<file path="src/rtl/rtc_time_setter.sv">
// rtc_time_setter
//   Button-driven time-set controller on the write side of the RTC time
//   registers. A mode press preloads the live BCD time into a shadow copy.
//   Further mode presses step through hours, minutes and seconds, and the
//   inc button edits the active field. The final mode press presents the
//   shadow time to the RTC over a valid/ready load handshake.
//
// Optional feature: define RTC_SET_DEC_EN to add the btn_dec button, which
//   decrements the active field with BCD borrow and wrap.
//
// Ports
//   clk              system clock, all logic on posedge
//   rst              synchronous, active-low reset
//   btn_mode         raw mode button (active high, already synchronised)
//   btn_inc          raw increment button (active high, already synchronised)
//   btn_dec          raw decrement button (only with RTC_SET_DEC_EN)
//   cur_*            live RTC BCD digits, preload source
//   load_ready       RTC accepts the load this cycle
//   load_valid       shadow time presented on set_*
//   set_*            shadow BCD digits (hours/minutes/seconds, tens/units)
//   field            0=none, 1=hours, 2=minutes, 3=seconds
//   editing          high in SET_HRS, SET_MIN, SET_SEC and COMMIT
//   blink            toggles every BLINK_DIV cycles while editing, else 0
module rtc_time_setter #(
  parameter int DEBOUNCE_CYCLES = 4,
  parameter int BLINK_DIV       = 8
) (
  input  logic       clk,
  input  logic       rst,
  input  logic       btn_mode,
  input  logic       btn_inc,
`ifdef RTC_SET_DEC_EN
  input  logic       btn_dec,
`endif
  input  logic [3:0] cur_sec_l,
  input  logic [3:0] cur_sec_m,
  input  logic [3:0] cur_min_l,
  input  logic [3:0] cur_min_m,
  input  logic [3:0] cur_hrs_l,
  input  logic [3:0] cur_hrs_m,
  input  logic       load_ready,
  output logic       load_valid,
  output logic [3:0] set_sec_l,
  output logic [3:0] set_sec_m,
  output logic [3:0] set_min_l,
  output logic [3:0] set_min_m,
  output logic [3:0] set_hrs_l,
  output logic [3:0] set_hrs_m,
  output logic [1:0] field,
  output logic       editing,
  output logic       blink
);

`ifdef RTC_SET_DEC_EN
  localparam int NB = 3;
`else
  localparam int NB = 2;
`endif
  localparam int CW = $clog2(DEBOUNCE_CYCLES + 1);
  localparam int BW = $clog2(BLINK_DIV + 1);

  typedef enum logic [2:0] {IDLE, SET_HRS, SET_MIN, SET_SEC, COMMIT} state_t;

  state_t          state;
  logic [NB-1:0]   btn_raw;
  logic [NB-1:0]   deb_lvl;
  logic [NB-1:0]   pulse;
  logic [CW-1:0]   deb_cnt [NB];
  logic [BW-1:0]   blink_cnt;
  logic            mode_p;
  logic            inc_act;
  logic            edit_act;
  logic [3:0]      sel_m;
  logic [3:0]      sel_l;
  logic [3:0]      max_m;
  logic [3:0]      max_l;
  logic [7:0]      edit_pair;

  // Increment one BCD field. Units >= 9 (including non-BCD) wrap to 0 and
  // carry; a result above max_m:max_l, or with an overflowing tens digit,
  // folds to 00.
  function automatic logic [7:0] bcd_inc(input logic [3:0] m, input logic [3:0] l,
                                         input logic [3:0] mx_m, input logic [3:0] mx_l);
    logic [4:0] nm;
    logic [3:0] nl;
    if (l >= 4'd9) begin
      nl = 4'd0;
      nm = {1'b0, m} + 5'd1;
    end else begin
      nl = l + 4'd1;
      nm = {1'b0, m};
    end
    if (nm > {1'b0, mx_m} || (nm == {1'b0, mx_m} && nl > mx_l))
      return 8'h00;
    return {nm[3:0], nl};
  endfunction

`ifdef RTC_SET_DEC_EN
  // Decrement one BCD field. 00 wraps to the field maximum; units 0 borrow
  // from tens; non-BCD units are treated as 9 after the step; anything still
  // out of range folds to the maximum.
  function automatic logic [7:0] bcd_dec(input logic [3:0] m, input logic [3:0] l,
                                         input logic [3:0] mx_m, input logic [3:0] mx_l);
    logic [3:0] nm;
    logic [3:0] nl;
    if (m == 4'd0 && l == 4'd0)
      return {mx_m, mx_l};
    if (l == 4'd0) begin
      nl = 4'd9;
      nm = m - 4'd1;
    end else if (l > 4'd9) begin
      nl = 4'd9;
      nm = m;
    end else begin
      nl = l - 4'd1;
      nm = m;
    end
    if (nm > mx_m || (nm == mx_m && nl > mx_l))
      return {mx_m, mx_l};
    return {nm, nl};
  endfunction
`endif

`ifdef RTC_SET_DEC_EN
  assign btn_raw  = {btn_dec, btn_inc, btn_mode};
  logic dec_act;
  // Simultaneous inc and dec cancel; mode always wins.
  assign inc_act  = pulse[1] & ~pulse[2] & ~pulse[0];
  assign dec_act  = pulse[2] & ~pulse[1] & ~pulse[0];
  assign edit_act = inc_act | dec_act;
`else
  assign btn_raw  = {btn_inc, btn_mode};
  // Mode always wins over a same-cycle inc.
  assign inc_act  = pulse[1] & ~pulse[0];
  assign edit_act = inc_act;
`endif
  assign mode_p = pulse[0];

  // Debounce: count consecutive samples that differ from the accepted level;
  // accept on the DEBOUNCE_CYCLES-th one. A rising acceptance emits a single
  // pulse, so a held button never repeats.
  always_ff @(posedge clk) begin
    if (!rst) begin
      deb_lvl <= '0;
      pulse   <= '0;
      for (int i = 0; i < NB; i++) deb_cnt[i] <= '0;
    end else begin
      for (int i = 0; i < NB; i++) begin
        if (btn_raw[i] == deb_lvl[i]) begin
          deb_cnt[i] <= '0;
          pulse[i]   <= 1'b0;
        end else if (deb_cnt[i] == CW'(DEBOUNCE_CYCLES - 1)) begin
          deb_cnt[i] <= '0;
          deb_lvl[i] <= btn_raw[i];
          pulse[i]   <= btn_raw[i];
        end else begin
          deb_cnt[i] <= deb_cnt[i] + CW'(1);
          pulse[i]   <= 1'b0;
        end
      end
    end
  end

  // Select the active field and compute its edited value.
  always_comb begin
    sel_m = set_sec_m;
    sel_l = set_sec_l;
    max_m = 4'd5;
    max_l = 4'd9;
    case (state)
      SET_HRS: begin
        sel_m = set_hrs_m;
        sel_l = set_hrs_l;
        max_m = 4'd2;
        max_l = 4'd3;
      end
      SET_MIN: begin
        sel_m = set_min_m;
        sel_l = set_min_l;
      end
      default: ;
    endcase
    edit_pair = {sel_m, sel_l};
    if (inc_act)
      edit_pair = bcd_inc(sel_m, sel_l, max_m, max_l);
`ifdef RTC_SET_DEC_EN
    else if (dec_act)
      edit_pair = bcd_dec(sel_m, sel_l, max_m, max_l);
`endif
  end

  always_ff @(posedge clk) begin
    if (!rst) begin
      state      <= IDLE;
      load_valid <= 1'b0;
      field      <= 2'd0;
      editing    <= 1'b0;
      blink      <= 1'b0;
      blink_cnt  <= '0;
      set_sec_l  <= 4'd0;
      set_sec_m  <= 4'd0;
      set_min_l  <= 4'd0;
      set_min_m  <= 4'd0;
      set_hrs_l  <= 4'd0;
      set_hrs_m  <= 4'd0;
    end else begin
      case (state)
        IDLE: begin
          load_valid <= 1'b0;
          field      <= 2'd0;
          editing    <= 1'b0;
          if (mode_p) begin
            set_sec_l <= cur_sec_l;
            set_sec_m <= cur_sec_m;
            set_min_l <= cur_min_l;
            set_min_m <= cur_min_m;
            set_hrs_l <= cur_hrs_l;
            set_hrs_m <= cur_hrs_m;
            state     <= SET_HRS;
            field     <= 2'd1;
            editing   <= 1'b1;
          end
        end
        SET_HRS: begin
          if (mode_p) begin
            state <= SET_MIN;
            field <= 2'd2;
          end else if (edit_act) begin
            {set_hrs_m, set_hrs_l} <= edit_pair;
          end
        end
        SET_MIN: begin
          if (mode_p) begin
            state <= SET_SEC;
            field <= 2'd3;
          end else if (edit_act) begin
            {set_min_m, set_min_l} <= edit_pair;
          end
        end
        SET_SEC: begin
          if (mode_p) begin
            state      <= COMMIT;
            field      <= 2'd0;
            load_valid <= 1'b1;
          end else if (edit_act) begin
            {set_sec_m, set_sec_l} <= edit_pair;
          end
        end
        COMMIT: begin
          // Shadow digits are frozen here; only the handshake can leave.
          if (load_ready) begin
            state      <= IDLE;
            load_valid <= 1'b0;
            editing    <= 1'b0;
          end
        end
        default: state <= IDLE;
      endcase

      // Blink runs only while editing and restarts from 0 on every entry.
      if (state == IDLE || (state == COMMIT && load_ready)) begin
        blink     <= 1'b0;
        blink_cnt <= '0;
      end else if (blink_cnt == BW'(BLINK_DIV - 1)) begin
        blink     <= ~blink;
        blink_cnt <= '0;
      end else begin
        blink_cnt <= blink_cnt + BW'(1);
      end
    end
  end

endmodule

</file>
<file path="config.mk">
export PLATFORM = sky130hd
export DESIGN_NAME = rtc_time_setter
export DESIGN_NICKNAME = d
export VERILOG_FILES = /design/src/rtl/rtc_time_setter.sv
export SDC_FILE = /design/constraint.sdc
export NUM_CORES = 1
export LEC_CHECK = 0
export CAP_MARGIN = 0
export CELL_PAD_IN_SITES_DETAIL_PLACEMENT = 1
export CELL_PAD_IN_SITES_GLOBAL_PLACEMENT = 1
export CORE_MARGIN = 5
export CORE_UTILIZATION = 40
export CTS_CLUSTER_DIAMETER = 120
export DETAILED_ROUTE_END_ITERATION = 10
export PLACE_DENSITY = 0.82
export SYNTH_ARGS = -nofsm -noshare
export SYNTH_HDL_FRONTEND = slang
export SYNTH_SLANG_ARGS = --single-unit
</file>
<file path="constraint.sdc">
create_clock -name clk -period 5.9 [get_ports clk]
set_clock_uncertainty 0.05 [all_clocks]
set_input_delay 1.77 -clock clk [delete_from_list [all_inputs] [get_ports clk]]
set_output_delay 1.77 -clock clk [all_outputs]
set_load 0.02 [all_outputs]
</file>
# Yosys cells after proc, flatten, opt, wreduce, memory -nomap -nowiden
# Memory sizes are Yosys's and may differ from the RTL's.
# Cells that the tools add are included.
# Widths: inputs -> output; s select.
word_totals:
  memories: 1
  mem_bits_rw: 6
  out_inout_bits: 29
  inputBits: 29
  word_cells: 157
  register_bits: 40
memory_table:
  columns: ["memory", "depth", "width", "rd", "rd_ports_with_merged_regs", "write_ports", "line", "rtl"]
  rows:
  - ["deb_cnt", 2, 3, 2, 0, 2, "68", "logic [CW-1:0] deb_cnt [NB];"]
op_classes:
  n_eq_ne: 21
  add_sub_neg: 5
  n_reduce_logical: 24
  n_mux: 73
  order_cmp: 3
  n_bitwise: 14
op_table:
  columns: ["operator", "n"]
  rows:
  - ["$pmux 4 s2", 8]
  - ["$mux 4", 13]
  - ["$mux 3", 12]
  - ["$mux 1", 29]
  - ["$ne 2x2->1 const B", 11]
  - ["$mux 8", 2]
  - ["$reduce_and 4->1", 4]
  - ["$pmux 3 s5", 1]
  - ["$eq 3x2->1 const B", 4]
  - ["$mux 5", 2]
  - ["$reduce_or 3->1", 3]
  - ["$add 4x1->4 const B", 2]
  - ["$pmux 2 s4", 1]
  - ["$reduce_bool 2->1", 4]
  - ["$not 1->1", 7]
  - ["$add 3x1->3 const B", 2]
  - ["$mux 2", 3]
  - ["$or 1x1->1", 6]
  - ["$reduce_and 2->1", 3]
  - ["$add 4x1->5 const B", 1]
  - ["$eq 5x4->1", 1]
  - ["$gt 5x4->1", 1]
  - ["$reduce_and 5->1", 1]
  - ["$eq 4x3->1 const B", 1]
  - ["15 further kinds", 18]

# Logic depth before layout (Yosys ltp)
depth:
  word_depth: 14
  ltp_mapped: 21
  ltp_nobuf: 18

# Worst setup path before layout
# No wires, ideal clock.
synth_path:
  path_type: "reg-to-reg"
  start: "register state[1]"
  end: "register set_hrs_l[3]"
  t_arrival_ns: 3.447
  required_ns: 5.771
  n_path_buf: 3
  path_slack_ns: 2.323
  setup_time_ns: 0.079
  stages_incl_launch_ff: 21
  synth_period_minus_slack_ns: 3.577
  cell_sequence: "dfxtp_1 buf_6 buf_6 nor2_1 a21oi_1 nand3_1 inv_1 ha_1 o21ai_1 a21o_1 and2_1 xnor2_1 inv_1 ha_1 nand2b_1 a21o_1 a21oi_1 o21bai_1 buf_2 nand3_4 a211oi_2"
synth_between:
  elab_chain_cells: 14
  word_cells_on_any_way: 30
  classes_between: "add/sub (2); order compare (3); eq/ne (6); mux (14); reduce/logical (5)"
synth_rtl:
  columns: ["element", "line", "rtl"]
  rows:
  - ["start: declaration", "64", "state_t state;"]
  - ["start signal: assignment", "194", "state <= IDLE;"]
  - ["start signal: assignment", "219", "state <= SET_HRS;"]
  - ["start signal: assignment", "226", "state <= SET_MIN;"]
  - ["$eq 3x2->1 or $eq 3x1->1 (tied branches)", "170, 207", null]
  - ["$pmux 4 s2", "170", "case (state)"]
  - ["$add 4x1->4 (tied with other cells)", "90", "nl = l + 4'd1;"]
  - ["$mux 4 or $mux 5 (tied branches)", "86", "if (l >= 4'd9) begin"]
  - ["$mux 4 or $mux 5 (tied branches)", "184", "if (inc_act)"]
  - ["$gt 4x4->1 or $eq 5x4->1 (tied branches)", "93", "if (nm > {1'b0, mx_m} || (nm == {1'b0, mx_m} && nl > mx_l))"]
  - ["$logic_and 1x1->1", "93", null]
  - ["$logic_or 1x1->1", "93", null]
  - ["$mux 1", "93", null]
  - ["$mux 1", "184", null]
  - ["$mux 8", "95", "return {nm[3:0], nl};"]
  - ["$mux 4", "228", "end else if (edit_act) begin"]
  - ["$mux 4", null, null]
  - ["$pmux 4 s2", "207", "case (state)"]
  - ["end signal: assignment", "217", "set_hrs_l <= cur_hrs_l;"]
  - ["end signal: assignment", "229", "{set_hrs_m, set_hrs_l} <= edit_pair;"]
  - ["end: declaration", "47", "output logic [3:0] set_hrs_l,"]
# Parallel ways exist; a longest one is shown, timed or not. The select of a mux whose other input is x is not followed.
# A chain may end at the register's enable or synchronous reset.

# Worst setup path in the final report
layout_path:
  start: "register state[0]"
  end: "register set_min_m[2]"
layout_between:
  elab_chain_cells: 14
  word_cells_on_any_way: 30
  classes_between: "add/sub (2); order compare (3); eq/ne (6); mux (14); reduce/logical (5)"
layout_rtl:
  columns: ["element", "line", "rtl"]
  rows:
  - ["$eq 3x2->1 or $eq 3x1->1 (tied branches)", "170, 207", null]
  - ["$pmux 4 s2", "170", null]
  - ["$add 4x1->4 (tied with other cells)", "90", null]
  - ["$mux 4 or $mux 5 (tied branches)", "86", null]
  - ["$mux 4 or $mux 5 (tied branches)", "184", null]
  - ["$gt 4x4->1 or $eq 5x4->1 (tied branches)", "93", null]
  - ["$logic_and 1x1->1", "93", null]
  - ["$logic_or 1x1->1", "93", null]
  - ["$mux 1", "93", null]
  - ["$mux 1", "184", null]
  - ["$mux 8", "95", null]
  - ["$mux 4", "236", "end else if (edit_act) begin"]
  - ["$mux 4", "233", "if (mode_p) begin"]
  - ["$pmux 4 s2", "207", null]
  - ["end signal: assignment", "216", "set_min_m <= cur_min_m;"]
  - ["end signal: assignment", "237", "{set_min_m, set_min_l} <= edit_pair;"]
  - ["end: declaration", "46", "output logic [3:0] set_min_m,"]
# Parallel ways exist; a longest one is shown, timed or not. The select of a mux whose other input is x is not followed.

==> results list <==
- Residual overflow from global routing: 0
- Clock-pin slew was measured on the worst setup and hold paths at roughly 0.10 ns.
* Fraction of registers with async set/reset: 0%
* Number of placed instances with taps included: slightly below 500
* Highest Clock Rate: 194.1 MHz
* Buffer count from post-CTS setup fixing: 0
* Mean instance size in the synthesized netlist: 8.226 sq um
- The initial antenna violation count was 0.
* Detailed Routing Iterations Pass 1: 4
- Combined flip-flop and latch cell area: 980.9 sq um
- The final layout contains routed wiring with a total length of 9339 um.
- At the end of routability-driven placement, the weighted congestion stood at 1.069.
- Subtracting the final worst setup slack from the clock period gives 5.153 ns.
* H-tree depth: 2
- The first global-routing pass estimated 15260 um of wire.
- Width of the die: about 95 um
- Leakage: around 1.3 nW
* Initial cell density of the core: a little over two fifths
- Die boundary height: 94.60 um
- Sequential elements use 34.27% of the synthesized area.
- Port buffering added 57 buffers.
* Average wire per standard cell: 18.87 um
- Mapped cell area: 0.002863 sq mm
- CTS buffer count: 5
- For the worst-skew pair, the clock arrives at the later sink with an insertion delay of 0.30 ns.
- Per report_power, the clock group accounts for 34.0% of the total.
- Of all nets on the critical path, the largest fanout is 28.
- Cell-internal power: 0.0004449 W
- Setup Viol. Count Final: 0
- After detailed routing, the number of remaining DRC violations is 0.
- Area enclosed by the die boundary: about 0.0089 sq mm
- In the routed layout, each cell is associated on average with a via count of around 5.7.
* Classification of the worst-slack hold path: register to register
- Measured against its own limit, the worst slew margin works out to 24.43%.
- For the pin with the worst max-slew slack, the measured transition is 1.134 ns.
- Startpoint-to-endpoint class of the critical path: register to register
- Count of flip-flops with a built-in enable after synthesis: 6
* Power per Cell Area: 172.1 mW/mm^2
- At the end of the flow, the number of nets in the layout was 440.
- Of the cells placed in the final design, the portion with a size suffix greater than 1 is 6.266%.
- For this block, the initial DRC count from the detailed router was 163.
* Part of the power in registers: between 50% and 60%
- Maximum number of pins on one net before global-route repair: 29
* Post-route fraction of the period consumed by the critical path: 87.34%
- For this block, the via count after detailed routing is 2816.
* Run status: complete, no violations
- Clock sinks: 46
- Global routing consumed, over all layers together, 21.98% of the routing resources.
- Number of standard cells after synthesis: 348
- The worst setup path is captured at a register.
* CP Data Required Time: 6.08 ns
- The worst-case IR drop observed on VDD is 0.09807 mV.
* Cts repair resizes: 0
- Hold-fix buffers, CTS: 0
* Ports: 58
- For this run, the leading register cell type out of synthesis is dfxtp_1.
- The repair_antennas step left the layout with diodes totalling 0.
- The HPWL after detailed placement is 7170 um.
- The root buffer cell chosen for the clock tree is clkbuf_8.
- Compared with the post-synthesis result, the final layout area differs by 23.86%.
- Worst endpoint data arrival time: 5.33 ns
* Final Slew Violations: 0
- TritonCTS built the clock tree.
* Vias in the first global route: 2846
* Non-filler cells in the finished layout: 495
- Fraction of power consumed by combinational cells: between 10% and 20%
- Setup repair after global routing missed its margin: false
- Maxcap violations: 0
* Antenna-violating nets left: 0
* Number of storage elements in the synthesis netlist: 46
* Rows: 30
* Switching power total: 0.0001654 W
* Core Area: 0.006869 sq mm
- STA classifies the critical path startpoint as a register.
* Unique masters post-synth: 63
- For this run, the number of Yosys warnings is 0.
* CTS max path bufs: 2
* Setup Total Neg Slack: 0 ns
- In this run switching power makes up 27.10% of total power.
* Post-Route Hold Slack: about 0.44 ns
* Combined area of the multi-input logic cells: 0.001722 sq mm
- The final hold violation count was 0.
- Number of filler cells placed in the layout: 849
registers in the layout, summed over array words and instances, names as in the netlist, 4 cells and up:
name	cells
deb_cnt	6
set_min_m	4
set_hrs_m	4
set_sec_l	4
blink_cnt	4
set_hrs_l	4
set_min_l	4
set_sec_m	4
worst max-delay path, cell delays in order (launching register included):
cell	delay, ns
dfxtp_1	0.99
nor2_1	0.26
a21oi_1	0.24
nand3_1	0.19
inv_1	0.16
ha_1	0.19
o21ai_1	0.11
a21o_1	0.24
and2_1	0.22
xnor2_1	0.39
inv_1	0.09
ha_1	0.31
nand2b_1	0.14
a21o_1	0.17
a21oi_1	0.22
a31oi_1	0.10
a21oi_2	0.43
nand3_1	0.30
a211oi_2	0.26
Yosys cell counts (4+ instances only):
master,instances,area (sq um)
nand2b_1,5,31.28
o221ai_1,5,43.79
o21ai_0,18,90.09
nand3_1,9,45.04
xnor2_1,5,43.79
o32ai_1,4,35.03
nor2_1,44,165.2
a31oi_1,4,25.02
nand2_1,29,108.9
nor2b_1,13,81.33
o211ai_1,7,52.55
dfxtp_1,40,800.8
ha_1,13,162.7
clkbuf_1,6,22.52
nor3b_1,4,30.03
a21oi_1,38,190.2
edfxtp_1,6,180.2
buf_2,5,25.02
inv_1,12,45.04
nand4_1,6,37.54
mux2i_1,4,40.04
buf_6,5,56.30
a211oi_2,7,87.58
nor3_1,6,30.03
worst paths after layout:
kind | start | to | slack (ns) | depth (start not counted)
worst min-delay path | blink_cnt[0] | blink_cnt[0] | 0.44 | 1
worst max-delay path | state[0] | set_min_m[2] | 0.75 | 18
worst max register to register | state[0] | set_min_m[2] | 0.75 | 18
worst min register to register | blink_cnt[0] | blink_cnt[0] | 0.44 | 1
per-layer routing:
layer / GRT usage [%] / routed length, um / up-vias
met3: 4.064 / 655 / 8
li1: - / - / 1351
met1: 30.28 / 4106 / 1371
met4: 4.808 / 129 / 0
met5: 0 / 0 / -
met2: 35.76 / 4449 / 86
cells by family after synthesis:
group,after synthesis,share of synthesized area [%]
DFF,46,34.27
buffers and inverters,34,6.249
xor gates and xnor gates,8,2.448
muxes,5,1.792
adders and majority gates,13,5.682
AOI/OAI and AO/OA,108,25.39
other,1,0.1310
and+or+nand+nor,133,24.04
power groups by stage:
stage / Sequential (W) / Clock (W) / Combinational, W
2_1_floorplan: 0.000337 / 0 / 0.0000356
3_3_place_gp: 0.000337 / 0 / 0.0000708
3_5_place_dp: 0.000337 / 0 / 0.0000730
4_1_cts: 0.000329 / 0.000208 / 0.0000735
5_1_grt: 0.000331 / 0.000227 / 0.0000809
6_report: 0.000329 / 0.000208 / 0.0000732
final cells by class:
cell class,count,area share [%]
multi-input combinational,273,48.55
sequential,46,27.66
timing repair buffer,58,16.30
tap,96,3.387
clock buffer,5,1.941
inverter,14,1.482
clock inverter,3,0.6704
through the flow:
stage	worst slack, ns	power [W]	instance area [sq um]	util [%]
floorplan	2.323	0.0003728	2882	-
global placement	1.223	0.0004074	3453	50.27
detailed placement	0.9489	0.0004097	3453	50.27
CTS	0.8346	0.0006112	3546	51.62
global route	0.3547	0.0006389	3546	51.62
finish	0.7467	0.0006104	3546	51.62
placed cells by master (no fill, tap or decap), types with 4 or more instances in the layout:
cell,count
o21ai_0,18
nand3_1,9
nor3b_1,4
clkdlybuf4s50_1,57
xnor2_1,5
dfxtp_1,40
mux2i_1,4
a31oi_1,4
nand2b_1,5
o221ai_1,5
a21oi_1,38
conb_1,6
o32ai_1,4
nand2_1,29
inv_1,12
nor3_1,6
nor2b_1,13
o211ai_1,7
nand4_1,6
clkbuf_8,5
ha_1,13
edfxtp_1,6
a211oi_2,7
nor2_1,44
Note: power is estimated with default switching activity, not from simulation.
